--- src/rtl/lfsr_pkg.sv ---
// lfsr_pkg: shared types and helpers for the lfsr arbiter slice.
//   state_e     - sequencing states of lfsr_arbiter
//   lfsr_period - number of distinct non-zero states of an n-bit maximal lfsr
//   rr_index    - wrap-around candidate index for the round-robin search
package lfsr_pkg;

  typedef enum logic [1:0] {
    ST_INIT,
    ST_LOAD,
    ST_SETTLE,
    ST_SERVE
  } state_e;

  function automatic int unsigned lfsr_period(input int unsigned n);
    return (32'd1 << n) - 32'd1;
  endfunction

  function automatic int unsigned rr_index(input int unsigned ptr,
                                           input int unsigned k,
                                           input int unsigned n);
    return (ptr + k) % n;
  endfunction

endpackage

--- src/rtl/rr_arbiter.sv ---
// rr_arbiter: combinational round-robin pick.
//   req_i   - eligible requesters
//   ptr_i   - index of the last winner; search starts at ptr_i+1
//   gnt_o   - one-hot winner (zero when nothing is eligible)
//   idx_o   - binary index of the winner
//   valid_o - a winner exists
module rr_arbiter
  import lfsr_pkg::*;
#(
  parameter int NUM_REQ = 2,
  parameter int PTR_W   = (NUM_REQ > 1) ? $clog2(NUM_REQ) : 1
) (
  input  logic [NUM_REQ-1:0] req_i,
  input  logic [PTR_W-1:0]   ptr_i,
  output logic [NUM_REQ-1:0] gnt_o,
  output logic [PTR_W-1:0]   idx_o,
  output logic               valid_o
);

  logic [PTR_W-1:0] cand;

  // Walk the candidates from farthest to nearest so the last hit, which is
  // the one closest after the pointer, is the one that sticks.
  always_comb begin
    gnt_o   = '0;
    idx_o   = '0;
    valid_o = 1'b0;
    cand    = '0;
    for (int k = NUM_REQ; k >= 1; k--) begin
      cand = PTR_W'(rr_index(32'(ptr_i), k, NUM_REQ));
      if (req_i[cand]) begin
        gnt_o       = '0;
        gnt_o[cand] = 1'b1;
        idx_o       = cand;
        valid_o     = 1'b1;
      end
    end
  end

endmodule

--- src/rtl/lfsr_arbiter.sv ---
// lfsr_arbiter: seeds and sequences an external lfsr and shares its output
// between NUM_REQ requesters in round-robin order.
//   clk, reset            - clock and async active-high reset
//   seed_req/seed_in      - software reseed request (zero seed replaced)
//   seed_ack              - pulse in the LOAD cycle that follows an accepted seed_req
//   req/gnt               - level requests, registered one-hot grant pulse
//   rnd_data/rnd_valid    - lfsr word captured at the grant edge
//   lfsr_load_seed/_data  - drive the external lfsr seed port
//   lfsr_data             - current lfsr output
//   lock_err              - pulse after an all-zero lfsr word was seen while serving
//   wrap/steps            - serve-cycle counter since last seed, wraps at 2^N-1
//
// state  | meaning
// INIT   | after reset, nothing loaded yet
// LOAD   | lfsr_load_seed high with the pending seed
// SETTLE | lfsr holds the seed, no grants
// SERVE  | arbitrate requests, watch for reseed and lock-up
module lfsr_arbiter
  import lfsr_pkg::*;
#(
  parameter int             N            = 4,
  parameter int             NUM_REQ      = 2,
  parameter logic [N-1:0]   SEED_DEFAULT = {N{1'b1}}
) (
  input  logic               clk,
  input  logic               reset,
  input  logic               seed_req,
  input  logic [N-1:0]       seed_in,
  output logic               seed_ack,
  input  logic [NUM_REQ-1:0] req,
  output logic [NUM_REQ-1:0] gnt,
  output logic [N-1:0]       rnd_data,
  output logic               rnd_valid,
  output logic               lfsr_load_seed,
  output logic [N-1:0]       lfsr_seed_data,
  input  logic [N-1:0]       lfsr_data,
  output logic               lock_err,
  output logic               wrap,
  output logic [N-1:0]       steps
);

  localparam int           PTR_W     = (NUM_REQ > 1) ? $clog2(NUM_REQ) : 1;
  localparam logic [N-1:0] STEP_LAST = N'(lfsr_period(N) - 1);

  state_e             state_q, state_d;
  logic [NUM_REQ-1:0] gnt_q, gnt_d;
  logic [N-1:0]       rnd_data_q, rnd_data_d;
  logic               rnd_valid_q, rnd_valid_d;
  logic               seed_ack_q, seed_ack_d;
  logic               lock_err_q, lock_err_d;
  logic               wrap_q, wrap_d;
  logic [N-1:0]       steps_q, steps_d;
  logic               load_q, load_d;
  logic [N-1:0]       seed_q, seed_d;
  logic [PTR_W-1:0]   ptr_q, ptr_d;

  logic [NUM_REQ-1:0] pick_gnt;
  logic [PTR_W-1:0]   pick_idx;
  logic               pick_valid;

  // A requester that holds gnt this cycle is still asserting req; masking it
  // keeps one request from being served twice.
  rr_arbiter #(
    .NUM_REQ (NUM_REQ),
    .PTR_W   (PTR_W)
  ) u_rr (
    .req_i   (req & ~gnt_q),
    .ptr_i   (ptr_q),
    .gnt_o   (pick_gnt),
    .idx_o   (pick_idx),
    .valid_o (pick_valid)
  );

  always_comb begin
    state_d     = state_q;
    gnt_d       = '0;
    rnd_data_d  = rnd_data_q;
    rnd_valid_d = 1'b0;
    seed_ack_d  = 1'b0;
    lock_err_d  = 1'b0;
    wrap_d      = 1'b0;
    steps_d     = steps_q;
    load_d      = 1'b0;
    seed_d      = seed_q;
    ptr_d       = ptr_q;
    case (state_q)
      ST_INIT: begin
        state_d = ST_LOAD;
        load_d  = 1'b1;
        steps_d = '0;
      end
      ST_LOAD: begin
        state_d = ST_SETTLE;
        steps_d = '0;
      end
      ST_SETTLE: begin
        state_d = ST_SERVE;
        steps_d = '0;
      end
      ST_SERVE: begin
        if (steps_q == STEP_LAST) begin
          steps_d = '0;
          wrap_d  = 1'b1;
        end else begin
          steps_d = steps_q + N'(1);
        end
        if (seed_req) begin
          seed_d     = (seed_in == '0) ? SEED_DEFAULT : seed_in;
          seed_ack_d = 1'b1;
          load_d     = 1'b1;
          state_d    = ST_LOAD;
        end else if (lfsr_data == '0) begin
          seed_d     = SEED_DEFAULT;
          lock_err_d = 1'b1;
          load_d     = 1'b1;
          state_d    = ST_LOAD;
        end else if (pick_valid) begin
          gnt_d       = pick_gnt;
          rnd_valid_d = 1'b1;
          rnd_data_d  = lfsr_data;
          ptr_d       = pick_idx;
        end
      end
      default: state_d = ST_INIT;
    endcase
  end

  always_ff @(posedge clk or posedge reset) begin
    if (reset) begin
      state_q     <= ST_INIT;
      gnt_q       <= '0;
      rnd_data_q  <= '0;
      rnd_valid_q <= 1'b0;
      seed_ack_q  <= 1'b0;
      lock_err_q  <= 1'b0;
      wrap_q      <= 1'b0;
      steps_q     <= '0;
      load_q      <= 1'b0;
      seed_q      <= SEED_DEFAULT;
      ptr_q       <= '0;
    end else begin
      state_q     <= state_d;
      gnt_q       <= gnt_d;
      rnd_data_q  <= rnd_data_d;
      rnd_valid_q <= rnd_valid_d;
      seed_ack_q  <= seed_ack_d;
      lock_err_q  <= lock_err_d;
      wrap_q      <= wrap_d;
      steps_q     <= steps_d;
      load_q      <= load_d;
      seed_q      <= seed_d;
      ptr_q       <= ptr_d;
    end
  end

  assign gnt            = gnt_q;
  assign rnd_data       = rnd_data_q;
  assign rnd_valid      = rnd_valid_q;
  assign seed_ack       = seed_ack_q;
  assign lock_err       = lock_err_q;
  assign wrap           = wrap_q;
  assign steps          = steps_q;
  assign lfsr_load_seed = load_q;
  // The pending seed is always visible; the lfsr only takes it while LOAD holds load_seed.
  assign lfsr_seed_data = seed_q;

endmodule

--- config.mk ---
export PLATFORM = sky130hd
export DESIGN_NAME = lfsr_arbiter
export DESIGN_NICKNAME = d
export VERILOG_FILES = /design/src/rtl/lfsr_pkg.sv /design/src/rtl/rr_arbiter.sv /design/src/rtl/lfsr_arbiter.sv
export SDC_FILE = /design/constraint.sdc
export NUM_CORES = 1
export LEC_CHECK = 0
export BUFFER_PORTS_ARGS = -buffer_cell sky130_fd_sc_hd__clkbuf_2
export CORE_MARGIN = 5
export CORE_UTILIZATION = 48
export CTS_CLUSTER_DIAMETER = 30
export DETAILED_ROUTE_END_ITERATION = 8
export MAX_ROUTING_LAYER = met4
export PLACE_DENSITY_LB_ADDON = 0.25
export REMOVE_ABC_BUFFERS = 1
export SLEW_MARGIN = 10
export SYNTH_ARGS = -nofsm -noshare
export SYNTH_HDL_FRONTEND = slang
export SYNTH_SLANG_ARGS = --single-unit
--- constraint.sdc ---
create_clock -name clk -period 1.75 [get_ports clk]
set_input_delay 0.35 -clock clk [delete_from_list [all_inputs] [get_ports clk]]
set_output_delay 0.35 -clock clk [all_outputs]
set_load 0.01 [all_outputs]
* Word-level counts from Yosys, hierarchy flattened
Cells that the tools add are included.
** Storage, ports and cells
- Logic and storage cells :: 75
- Bits of input ports :: 13
- Output and inout bits :: 19
- Flip-flop bits (word level) :: 22
** Operators by class
- Multiplexer cells :: 39
- Add/sub/neg operators :: 3
- Order comparisons :: 4
- Bitwise operators :: 4
- Equality and inequality tests :: 5
- Reductions and logical operators :: 9
** Operator list (count)
- $mux W1 :: 22
- $mux W2 :: 8
- $mux W4 :: 4
- $logic_not A4 Y1 :: 2
- $pmux W2 S4 :: 1
- $pmux W4 S2 :: 1
- $add A4 B1 Y4 const B :: 1
- $eq A2 B2 Y1 const B :: 2
- $eq A4 B4 Y1 const B :: 1
- $lt A1 B2 Y1 const B :: 2
- $reduce_and A4 Y1 :: 1
- $ne A3 B3 Y1 const B :: 1
- $reduce_or A3 Y1 :: 1
- $add A1 B1 Y1 const B :: 2
- $and A2 B2 Y2 :: 1
- $demux W1 S1 :: 2
- $eq A2 B1 Y1 const B :: 1
- $ge A1 B1 Y1 const B :: 2
- $logic_and A1 B1 Y1 :: 2
- $logic_not A2 Y1 :: 1
- $not A1 Y1 :: 2
- $not A2 Y2 :: 1
- $pmux W1 S2 :: 1
- $reduce_and A2 Y1 :: 1
- $reduce_bool A2 Y1 :: 1

* Logic depth before layout (Yosys ltp)
- Word-level depth :: 11
- Gate-level depth with buffers :: 5
- Mapped depth without buffers :: 5

* Modules after synthesis
From an unflattened synthesis, not the netlist that was laid out.
** Second synthesis, totals
- Cell total of the unflattened synthesis :: 76
- Area total of the unflattened synthesis :: 973.4 µm²
** Modules (own cells, without submodules)
- lfsr_arbiter :: instances 1, sequential area each 555.5 µm², cells an instance 71, area an instance 940.9 µm²
- rr_arbiter :: instances 1, sequential area each 0.0 µm², cells an instance 5, area an instance 32.5 µm²

* Worst setup path after synthesis
Ideal clock, no wire load.
- Path type :: register -> register
- Start :: register state_q[0]
- End :: register rnd_data_q[0], in the netlist rnd_data[0]
- Data arrival time :: 1.195 ns
- Stages on the path, launching flop included :: 5
- Period minus slack after synthesis :: 1.316 ns
- Slack :: 0.434 ns
- Path buffers :: 0
- Library setup time :: 0.121 ns
- Data required time :: 1.629 ns
- Path through :: dfrtp_1 ha_1 and2b_1 o21a_1 a22o_1
** On the way
- Word-level cells in the longest chain between the ends :: 2
** RTL lines
- from (decl) :: line lfsr_arbiter.sv:45 : state_e state_q, state_d;
- from (signal assigned) :: line lfsr_arbiter.sv:142 : state_q <= state_d;
- $eq A2 B2 Y1 :: line lfsr_arbiter.sv:86 : case (state_q)
- $reduce_and A4 Y1 (no line)
- to (signal assigned) :: line lfsr_arbiter.sv:144 : rnd_data_q <= rnd_data_d;
- to (decl) :: line lfsr_arbiter.sv:47 : logic [N-1:0] rnd_data_q, rnd_data_d;
Every way passes these cells.
A chain may end at the register's enable or synchronous reset.

* Worst setup path in the final report
- Start :: register state_q[0]
- End :: register rnd_data_q[3], in the netlist rnd_data[3]
Same word-level chain as after synthesis.

==> metrics.txt <==
Final Non-Filler Cells=143; PortBufs=31; met2 usage=23.3%; Unique masters post-synth=26; Core ar.=1920 um2; Clock Path Buffers=2; nets=135; buffers and inverters on the worst path=0; worst-skew pair later-pin latency=0.30 ns; H-tree Lvls=1; chip width=54.4 um; Synth Area in Simple Gates=12.2%; pre-CTS setup slack=0.340 ns; FMAX=0.708 GHz; most frequent cell after synthesis=dfrtp_1; unrepaired setup endpoints after global routing=false; Post-synth top cells=dfrtp_1 (18), inv_1 (7), nor2_1 (6), ha_1 (5); M1 GR Usage=16.8%; Synth Register Bits=22; R2R Path Start=state_q[0]; Fillers=185; final WL=1760 um; Yosys top cell by area=dfrtp_1; Req. time, crit path=1.95 ns; Post-CTS Resized=0; minimum clock period=1.41 ns; Ant. Diodes=0; placer congestion estimate=0.749; TritonCTS Buffers=3; CTS Hold Bufs=1; Syn Std Cell Area=945 um2; max cap viols=0; Worst Setup End Kind=flip-flop; IO Pins=32; crit-path cells=ha_1 -> and2b_1 -> o21a_1 -> a22o_1; mean post-synth cell area=12.0 um2; Post-CTS Setup Repair Bufs=0; Vias=726; CTS tree=yes; share of layout cells above drive strength 1=37.1%; Fin. Hold Viols=0; CTS sink cnt=22; antenna violations before repair=0; startpoint types=flip-flop; PwrDens=1430 nW/um2; outcome=complete, no violations; final setup TNS=0 ns; first-pass GRT wire length=2860 um; PnR Total Power=1.68 mW; leakage=0.598 nW; Peak VDD IR=0.800 mV; area growth from synthesis to layout=24.6%; Synth Instances=79; top cell type's share of synthesized area=47.7%; DRC violations left=0; largest net degree at the start of global routing=14; site row count=16; Final Worst Setup Slack=0.338 ns; Post-synth EDFFs=0; prevailing post-synth register cell=dfrtp_1; measured slew at the worst slew-check pin=0.675 ns; DP Area=1140 um2; Clock transition at path regs=0.11 ns; largest family of logic cells by synthesized area=compound AO/OA/AOI/OAI gates; post-DP HPWL=1440 um; CP max FO=6; Synth Area in Adders=6.62%; initial core utilization=49.2%; final hold slack=0.279 ns; Synth area leaders=dfrtp_1 (48%), dfstp_2 (11%), ha_1 (6.6%), a22o_1 (3.7%), o22a_1 (3.7%); Slew headroom=54.4%; die area=2960 um2; Post-Synth XOR/XNOR Area=0%; Async SR Flop Fraction=100%; cell count after placement=138; die height=54.4 um; Final Skew=0.00605 ns; First-pass DRT Iterations=4; Syn. warnings=0; total track usage=14.1%; busiest grt layer=met2; final core occ=61.3%; multiplexer share of the synthesized area=0%; CP Data Arrival Time=1.61 ns; clk root buf=clkbuf_4; register area share after synthesis=58.8%; hold path start=seed_in[1]; Tcrit/Tclk final=80.7%; Routed WL per cell=12.3 um; Finish-stage setup viols=0; Final Slew Violations=0; crit-path max cell delay=0.42 ns; met3 Usage GRT=2.45%; Slowest-stage cell, CP=dfrtp_1; Hold Path Class=input pin to flip-flop; Via density=5.08; Worst Setup SP=state_q[0]; final non-filler cell area=1180 um2; Top delay family on crit path=flip-flops; DRT iter0 DRCs=9; DRT antenna net count=0; type of the worst setup path=flip-flop to flip-flop; vias in the first global route=686; post-synthesis compound-gate area fraction=19.6%; GRT overflow=0
layer usage:
metal / wire length [um] / part of all wire (%)
met2: 878 / 50
met1: 779 / 44
met3: 85 / 4.8
met4: 18 / 1.0
met5: 0 / 0
path summary, 6_finish.rpt:
check	end	slack, ns	depth (start not counted)
max	rnd_data[3]	0.34	4
max reg2reg	rnd_data[3]	0.34	4
min reg2reg	rnd_data[2]	0.51	1
min	lfsr_seed_data[1]	0.28	2
max in group asynchronous	seed_ack	0.72	4
min in group asynchronous	gnt[0]	0.53	3
state kept, by name, indices dropped and copies added, names as in the netlist:
signal and count:
gnt 2, lfsr_load_seed 1, lfsr_seed_data 4, lock_err 1, ptr_q 1, rnd_data 4
rnd_valid 1, seed_ack 1, state_q 2, steps 4, wrap 1
layout by cell type, fill, tap and decap left out:
cell,netlist,layout
clkbuf_2,0,31
dfrtp_1,18,18
inv_1,7,7
nor2_1,6,6
ha_1,5,5
a22o_1,4,4
o22a_1,4,4
a21oi_1,4,4
o21ai_0,4,4
dfstp_2,4,4
nand2_1,3,3
clkbuf_4,0,3
nor2b_1,2,2
o21a_1,2,2
nand2b_1,2,2
a31oi_1,2,2
and2b_1,1,1
or4_4,1,1
o211ai_2,1,1
nor4_2,1,1
and2_1,1,1
o41ai_1,1,1
nor3_1,1,1
o21ba_2,1,1
a211o_1,1,1
nand3_1,1,1
nand4b_1,1,1
a211oi_1,1,1
clkbuf_1,0,1
dlygate4sd3_1,0,1
buf_4,0,1
worst register-to-register path: stages (launching register included):
cell and delay (ns):
dfrtp_1 0.42, ha_1 0.27, and2b_1 0.23, o21a_1 0.16
a22o_1 0.24
report_power, final:
| part | total (mW) | switching, mW | internal, mW |
|---|---|---|---|
| Sequential | 0.816 | 0.110 | 0.706 |
| Clock | 0.230 | 0.141 | 0.0888 |
| Combinational | 0.638 | 0.339 | 0.299 |
| Total | 1.68 | 0.590 | 1.09 |
layout make-up:
type | count | area, um2 | area share, %
Clock buffer | 4 | 26.3 | 2.23
Timing Repair Buffer | 33 | 173 | 14.7
Sequential cell | 22 | 556 | 47.2
Inverter | 7 | 26.3 | 2.23
Multi-Input combinational cell | 50 | 363 | 30.8
Tap cell | 27 | 33.8 | 2.87
cell families (layout without fill, tap and decap cells):
family                   after synthesis  count (layout)
AO/OA/AOI/OAI                         25              25
adder cells (fa/ha/maj)                5               5
flip-flops                            22              22
buffers and inverters                  7              44
AND/OR/NAND/NOR                       20              20
(Power assumes the default switching activity.)
